### config.mk
export PLATFORM = sky130hd
export DESIGN_NAME = quant_stream
export DESIGN_NICKNAME = d
export VERILOG_FILES = /design/src/rtl/quant_stream.sv
export SDC_FILE = /design/constraint.sdc
export NUM_CORES = 2
export LEC_CHECK = 0
export CAP_MARGIN = 10
export CORE_MARGIN = 5
export CORE_UTILIZATION = 44
export DETAILED_ROUTE_END_ITERATION = 12
export PLACE_DENSITY_LB_ADDON = 0.1
export SYNTH_ARGS = -nofsm -noshare
export SYNTH_HDL_FRONTEND = slang
export SYNTH_SLANG_ARGS = --single-unit
### constraint.sdc
create_clock -name i_clk -period 20.9 [get_ports i_clk]
set_input_delay 2.09 -clock i_clk [delete_from_list [all_inputs] [get_ports i_clk]]
set_output_delay 2.09 -clock i_clk [all_outputs]
set_load 0.1 [all_outputs]
### src/rtl/quant_stream.sv
// Coefficient-serial DCT quantizer: multiplies by a per-table reciprocal, rounds half away
// from zero, saturates. Three-stage pipeline under a single global stall.
module quant_stream #(
    parameter int IN_W      = 11,
    parameter int OUT_W     = 11,
    parameter int FRAC      = 12,
    parameter int RECIP_W   = 13,
    parameter int NUM_TBL   = 3,
    parameter int TBL_SEL_W = 2
) (
    input  logic                        i_clk,
    input  logic                        i_rst,
    input  logic                        i_tbl_wr_en,
    input  logic [TBL_SEL_W-1:0]        i_tbl_wr_sel,
    input  logic [5:0]                  i_tbl_wr_addr,
    input  logic [RECIP_W-1:0]          i_tbl_wr_data,
    input  logic                        i_in_valid,
    output logic                        o_in_ready,
    input  logic signed [IN_W-1:0]      i_in_data,
    input  logic [TBL_SEL_W-1:0]        i_in_sel,
    input  logic                        i_in_last,
    output logic                        o_out_valid,
    input  logic                        i_out_ready,
    output logic signed [OUT_W-1:0]     o_out_data,
    output logic                        o_out_last,
    output logic                        o_out_sat,
    output logic                        o_err_framing
);

    localparam int PROD_W = IN_W + RECIP_W;
    localparam int Q_W    = PROD_W + 1 - FRAC;

    localparam logic [RECIP_W-1:0]      RECIP_ONE = RECIP_W'(1) << FRAC;
    localparam logic [PROD_W:0]         HALF      = (PROD_W + 1)'(1) << (FRAC - 1);
    localparam logic [Q_W-1:0]          POS_LIM   = Q_W'((1 << (OUT_W - 1)) - 1);
    localparam logic [Q_W-1:0]          NEG_LIM   = Q_W'(1 << (OUT_W - 1));
    localparam logic signed [OUT_W-1:0] OUT_MAX   = {1'b0, {(OUT_W - 1){1'b1}}};
    localparam logic signed [OUT_W-1:0] OUT_MIN   = {1'b1, {(OUT_W - 1){1'b0}}};

    logic [RECIP_W-1:0] r_tbl [NUM_TBL][64];

    logic [5:0]           r_idx;
    logic [TBL_SEL_W-1:0] r_blk_sel;
    logic                 r_err;

    logic                   r_s1_valid;
    logic signed [IN_W-1:0] r_s1_coef;
    logic [5:0]             r_s1_idx;
    logic [TBL_SEL_W-1:0]   r_s1_sel;
    logic                   r_s1_last;

    logic              r_s2_valid;
    logic [PROD_W-1:0] r_s2_prod;
    logic              r_s2_neg;
    logic              r_s2_last;

    logic                    r_out_valid;
    logic signed [OUT_W-1:0] r_out_data;
    logic                    r_out_last;
    logic                    r_out_sat;

    logic                    w_adv;
    logic                    w_acc;
    logic                    w_idx_last;
    logic                    w_wr_ok;
    logic [TBL_SEL_W-1:0]    w_sel_in;
    logic [TBL_SEL_W-1:0]    w_blk_sel;
    logic                    w_s1_neg;
    logic [IN_W:0]           w_s1_ext;
    logic [IN_W:0]           w_s1_mag;
    logic [RECIP_W-1:0]      w_s1_recip;
    logic [PROD_W-1:0]       w_s1_prod;
    logic [Q_W-1:0]          w_s2_q;
    logic signed [OUT_W-1:0] w_s2_data;
    logic                    w_s2_sat;

    always_comb begin
        w_adv      = !r_out_valid || i_out_ready;
        w_acc      = i_in_valid && w_adv;
        w_idx_last = (r_idx == 6'd63);
        w_wr_ok    = i_tbl_wr_en && (32'(i_tbl_wr_sel) < NUM_TBL);
        w_sel_in   = (32'(i_in_sel) < NUM_TBL) ? i_in_sel : '0;
        w_blk_sel  = (r_idx == 6'd0) ? w_sel_in : r_blk_sel;
    end

    // Magnitude at IN_W+1 bits so the most negative coefficient does not overflow.
    always_comb begin
        w_s1_neg   = r_s1_coef[IN_W-1];
        w_s1_ext   = {r_s1_coef[IN_W-1], r_s1_coef};
        w_s1_mag   = w_s1_neg ? (~w_s1_ext + 1'b1) : w_s1_ext;
        w_s1_recip = r_tbl[r_s1_sel][r_s1_idx];
        w_s1_prod  = PROD_W'(w_s1_mag) * PROD_W'(w_s1_recip);
    end

    always_comb begin
        w_s2_q    = Q_W'(({1'b0, r_s2_prod} + HALF) >> FRAC);
        w_s2_sat  = 1'b0;
        w_s2_data = '0;
        if (r_s2_neg) begin
            if (w_s2_q > NEG_LIM) begin
                w_s2_sat  = 1'b1;
                w_s2_data = OUT_MIN;
            end else begin
                w_s2_data = OUT_W'(~w_s2_q + 1'b1);
            end
        end else begin
            if (w_s2_q > POS_LIM) begin
                w_s2_sat  = 1'b1;
                w_s2_data = OUT_MAX;
            end else begin
                w_s2_data = OUT_W'(w_s2_q);
            end
        end
    end

    always_ff @(posedge i_clk) begin
        if (i_rst) begin
            for (int t = 0; t < NUM_TBL; t++) begin
                for (int a = 0; a < 64; a++) begin
                    r_tbl[t][a] <= RECIP_ONE;
                end
            end
            r_idx       <= '0;
            r_blk_sel   <= '0;
            r_err       <= 1'b0;
            r_s1_valid  <= 1'b0;
            r_s1_coef   <= '0;
            r_s1_idx    <= '0;
            r_s1_sel    <= '0;
            r_s1_last   <= 1'b0;
            r_s2_valid  <= 1'b0;
            r_s2_prod   <= '0;
            r_s2_neg    <= 1'b0;
            r_s2_last   <= 1'b0;
            r_out_valid <= 1'b0;
            r_out_data  <= '0;
            r_out_last  <= 1'b0;
            r_out_sat   <= 1'b0;
        end else begin
            // The S2 read samples the table before this write lands, so it sees the old value.
            if (w_wr_ok) begin
                r_tbl[i_tbl_wr_sel][i_tbl_wr_addr] <= i_tbl_wr_data;
            end

            if (w_acc) begin
                if (i_in_last && !w_idx_last) begin
                    r_err <= 1'b1;
                    r_idx <= '0;
                end else begin
                    if (w_idx_last && !i_in_last) begin
                        r_err <= 1'b1;
                    end
                    r_idx <= r_idx + 6'd1;
                end
                if (r_idx == 6'd0) begin
                    r_blk_sel <= w_sel_in;
                end
            end

            if (w_adv) begin
                r_s1_valid <= w_acc;
                if (w_acc) begin
                    r_s1_coef <= i_in_data;
                    r_s1_idx  <= r_idx;
                    r_s1_sel  <= w_blk_sel;
                    r_s1_last <= i_in_last;
                end

                r_s2_valid <= r_s1_valid;
                if (r_s1_valid) begin
                    r_s2_prod <= w_s1_prod;
                    r_s2_neg  <= w_s1_neg;
                    r_s2_last <= r_s1_last;
                end

                r_out_valid <= r_s2_valid;
                if (r_s2_valid) begin
                    r_out_data <= w_s2_data;
                    r_out_last <= r_s2_last;
                    r_out_sat  <= w_s2_sat;
                end
            end
        end
    end

    assign o_in_ready    = w_adv;
    assign o_out_valid   = r_out_valid;
    assign o_out_data    = r_out_data;
    assign o_out_last    = r_out_last;
    assign o_out_sat     = r_out_sat;
    assign o_err_framing = r_err;

endmodule

# Word-level counts from Yosys, hierarchy flattened
# Memories as Yosys holds them, arrays and structs flattened. A register that Yosys moved wholly into a read port is not among the register bits.
# Cells that the tools add are included.
# Widths: inputs -> output; s select.
[op_classes] n_addsub=4 eq_ne=1 n_reduce_logical=16 n_mul=1 n_bitwise=4 muxes=27 n_lt_le_gt_ge=7
[op_table] operator="$mux 832" count=3
[op_table] operator="$reduce_or 832->1" count=1
[op_table] operator="$bmux 13 s6" count=1
[op_table] operator="$demux 13 s6" count=1
[op_table] operator="$mux 13" count=3
[op_table] operator="$mux 11" count=3
[op_table] operator="$add 24x12->25 const B" count=1
[op_table] operator="$mul 12x13->24" count=1
[op_table] operator="$ge 7x7->1 const B" count=2
[op_table] operator="$not 6->7" count=2
[op_table] operator="$gt 13x10->1 const B" count=1
[op_table] operator="$gt 13x11->1 const B" count=1
[op_table] operator="$add 12x1->12 const B" count=1
[op_table] operator="$mux 12" count=1
[op_table] operator="$not 12->12" count=1
[op_table] operator="$add 11x1->11 const B" count=1
[op_table] operator="$not 11->11" count=1
[op_table] operator="$mux 2" count=5
[op_table] operator="$mux 1" count=9
[op_table] operator="$reduce_and 2->1" count=4
[op_table] operator="$lt 7x1->1 const B" count=1
[op_table] operator="$add 6x1->6 const B" count=1
[op_table] operator="$eq 6x6->1 const B" count=1
[op_table] operator="$logic_not 6->1" count=1
[op_table] operator="6 further kinds" count=13
[totals] ramBits=2496 ff_bits=71 n_memories=1 in_bits=40
[mem_list] memory="r_tbl" depth=3 width=832 rd=1 rd_clocked_by_memory_dff=1 write_ports=3 line="40" text="logic [RECIP_W-1:0] r_tbl [NUM_TBL][64];"

# Depth between registers and ports, before layout
[depth] depth_word=8 depth_mapped=34

# Worst setup path before layout
# No wires, ideal clock.
[synth_path] kind="reg-to-reg" from="register with a tool-made name" to="register r_s2_prod[21]" synth_period_minus_slack_ns=8.295 path_stages_with_launch=30 t_arrival_ns=8.178 setup_slack_ns=12.605 required_ns=20.783 n_path_buf=6 setup_time_ns=0.117 cell_sequence="dfxtp_1 > buf_2 > buf_2 > clkbuf_1 > buf_1 > mux4_2 > mux4_2 > mux4_2 > mux4_2 > buf_2 > and2_1 > fa_1 > fa_1 > fa_1 > fa_1 > inv_1 > fa_1 > inv_1 > ha_1 > clkbuf_1 > a21o_1 > a21oi_1 > o21bai_1 > a21o_1 > a21o_1 > a221oi_1 > o311ai_1 > a31oi_1 > xnor2_1 > a22o_1"
[synth_rtl] element="end signal: assignment" line="171" text="r_s2_prod <= w_s1_prod;"
[synth_rtl] element="end: declaration" line="53" text="logic [PROD_W-1:0] r_s2_prod;"

==> run summary <==
=========================================================================================
EDFF count, synth                                                                    3328
Count of final setup violators                                                          0
CTS tree                                                                             done
Clock Pin Slew Worst Setup and Hold Paths                                         0.06 ns
Post-detailed-route via-to-cell ratio                                               5.881
Final Core Density                                                                 50.39%
Standard-cell rows                                                                    210
Gate count of the mapped netlist                                                     8318
Design Area, Final                                                            165000 um^2
Total power divided by cell area                                             98.20 nW/um^2
Worst IR Drop VDD                                                              0.06323 mV
Yosys reg bits                                                                       3388
Fraction of final layout cells sized beyond drive strength 1                       21.13%
Count of unique library cells instantiated by Yosys                                    74
DRC violation total after the first TritonRoute iteration                            9961
Area Growth Syn to Fin                                                             14.09%
Most frequent CP cell                                                                fa_1
Kind of critical path                                                        register to register
DIE WIDTH                                                                        583.3 um
Number of nets in the layout                                                         9343
Gate family responsible for the most delay along the worst path               adder cells
RSZ-0062 raised after global routing                                                   no
Post_cts resized                                                                        0
Startpoint of the lowest-slack hold path                                     o_out_data[10]
Vertical extent of the die                                                       583.3 um
Gr ovfl total                                                                           0
Clock latency reported for the late side of the worst-skew pair                   0.95 ns
Library cell contributing the largest single delay on the critical path           dfxtp_4
Clk_skew                                                                       0.03565 ns
Starting utilization of the core area                                              44.17%
Number of global-route vias before repair                                          81.43k
Final critical delay including setup and external delays                         11.30 ns
Portion of the clock cycle consumed by the worst path in the final layout          54.07%
Part of the Yosys area used for sequential elements                                69.94%
Number of design rule violations left after detail routing                              0
Number of antenna violations at the first check in global routing                      33
Placeable Area                                                                327400 um^2
Pre-CTS worst setup slack                                                        9.612 ns
Crit path capture type                                                           register
Data required time at the worst endpoint                                         21.71 ns
Number of sinks on the clock net                                                     3388
Worst hold slack across all endpoints                                           0.4589 ns
Violated checks                                                              antenna violations, max-capacitance violations
Largest buffer count on any clock path                                                  4
Io pins                                                                                56
Area of the die                                                               340200 um^2
Cell with the most instances after synthesis                                     edfxtp_1
Count of buffering cells on the critical path with inverters included                   5
Max-Cap Viols                                                                           1
Wire length of the first global-routing pass                                     634.7 mm
Type of the most critical hold path                                          register to register
Critical path arrival                                                            12.11 ns
Filler cells                                                                       27.30k
Post-CTS setup buffer count                                                             0
Filler-free cell count of the finished design                                      13.80k
CTS Hold Bufs                                                                           0
Predominant post-synthesis flop cell                                             edfxtp_1
Relative slew slack                                                                1.318%
Number of vias after detailed routing                                              81.15k
Proportion of register bits with asynchronous set or reset after synthesis             0%
Top area cells in the synthesized netlist                                    edfxtp_1, mux4_2, nor2_1
Detailed-routing iteration count for the pre-antenna-repair pass                        6
Count of endpoints failing hold in the final timing report                              0
Setup TNS                                                                            0 ns
Worst setup slack after layout                                                   9.600 ns
Portion of synthesized cell area occupied by the leading cell type                 69.11%
Max Clock Freq                                                                0.08850 GHz
Pin count of the biggest net entering global routing                                  132
Global placer's final weighted congestion                                          0.8172
CTS root buffer                                                                 clkbuf_16
Post-route total power                                                           16.20 mW
Netlist area before placement                                                 144600 um^2
Final antenna-violating net count                                                       1
Number of buffer cells added on primary ports                                          55
Routed len/inst                                                                  32.83 um
Most area-hungry cell type in the Yosys netlist                                  edfxtp_1
Run status                                                                   finished, violations left
Inserted Clock Buffers                                                                368
Gr usage total                                                                     26.40%
Wire length reported by the detailed router                                      453.0 mm
Number of levels in the clock H-tree                                                    5
Placed Instances                                                                   13.11k
Average cell area after synthesis                                              17.38 um^2
Transition time of the tightest slew-check pin                                   1.443 ns
Final max-slew violation count                                                          0
Crit path largest cell delay                                                      0.91 ns
Static leakage                                                                   53.79 nW
Commonest cells in the synthesized netlist                                   edfxtp_1, nor2_1, mux4_2, clkbuf_1, nand2_1
Category of the worst setup path launch point                                    register
Syn. warnings                                                                           0
Total placed instance area                                                    153100 um^2
CP Max Fanout                                                                         131
Sum of net half-perimeters after detailed placement                              272.1 mm
=========================================================================================
==> worst reg2reg max path, delay by kind of cell (launching register included) <==
kind,cells,cell delay (ns)
flops,1,0.91
compound gates,9,1.75
simple gates,1,0.27
buf+inv,5,2.70
fa+ha+maj,6,3.04
mux,4,2.45
xor+xnor,1,0.09
==> area by class of cell <==
| type | instances | area, um^2 | share of cell area [%] |
|---|---|---|---|
| antenna | 21 | 52.55 | 0.03186 |
| clock buffer | 447 | 9633 | 5.839 |
| clock inverter | 223 | 2176 | 1.319 |
| inverter | 177 | 724.4 | 0.4392 |
| multi-input combinational | 4909 | 43340 | 26.27 |
| sequential | 3388 | 101200 | 61.32 |
| tap | 4346 | 5438 | 3.296 |
| timing repair buffer | 288 | 2442 | 1.481 |
==> cell usage in the layout (no fill, tap or decap), types with 69 or more instances in the layout <==
cell       synthesis  layout
nand2b_1         159     158
buf_4             16     222
clkbuf_16          0     373
a21o_1            74      74
or2_2             69      69
a21oi_1          128     128
nor2_1          1668    1622
edfxtp_1        3328    3328
inv_1            177     165
nand2_1          313     300
conb_1             2     844
clkbuf_1         465      71
fa_1             108     108
clkinv_2           0      69
mux4_2          1054    1054
clkinv_1           0      82
==> final timing paths <==
| path | endpoint | slack [ns] | depth (start not counted) |
|---|---|---|---|
| max | r_s2_prod[21] | 9.60 | 26 |
| min | o_out_data[10] | 0.46 | 2 |
| max reg2reg | r_s2_prod[21] | 9.60 | 26 |
| min reg2reg | o_out_data[10] | 0.46 | 2 |
==> layer usage <==
layer  wire, um  global-route usage, %
met4      14010                  7.540
met5         45                      0
met3      36810                  4.989
met1     188900                  37.95
met2     213200                  41.56
==> cells by family (layout without fill, tap and decap cells) <==
logic type	after synthesis	count (layout)	share of synthesized area [%]
DFF	3388	3388	69.94
other	2	865	0.005194
buffers and inverters	863	1135	2.483
adders and majority gates	171	171	2.040
xor gates and xnor gates	41	41	0.2483
AOI/OAI and AO/OA	334	334	1.544
muxes	1080	1080	16.61
and+or+nand+nor	2439	2439	7.128
==> power breakdown <==
part | switching, mW | internal, mW
Clock | 2.74 | 3.73
Combinational | 1.05 | 0.603
Sequential | 0.133 | 7.94
==> sequential cells by signal, summed over array words and instances (netlist names), named ones only <==
register       cells
r_s2_prod         13
o_out_valid        1
r_tbl           3328
r_s2_valid         1
r_s1_last          1
r_idx              6
o_out_sat          1
o_out_data        11
r_s1_sel           1
r_s2_last          1
r_blk_sel          1
r_s1_valid         1
r_s1_coef         11
o_out_last         1
o_err_framing      1
r_s2_neg           1
r_s1_idx           6
Power figures use the tool's default switching activity.
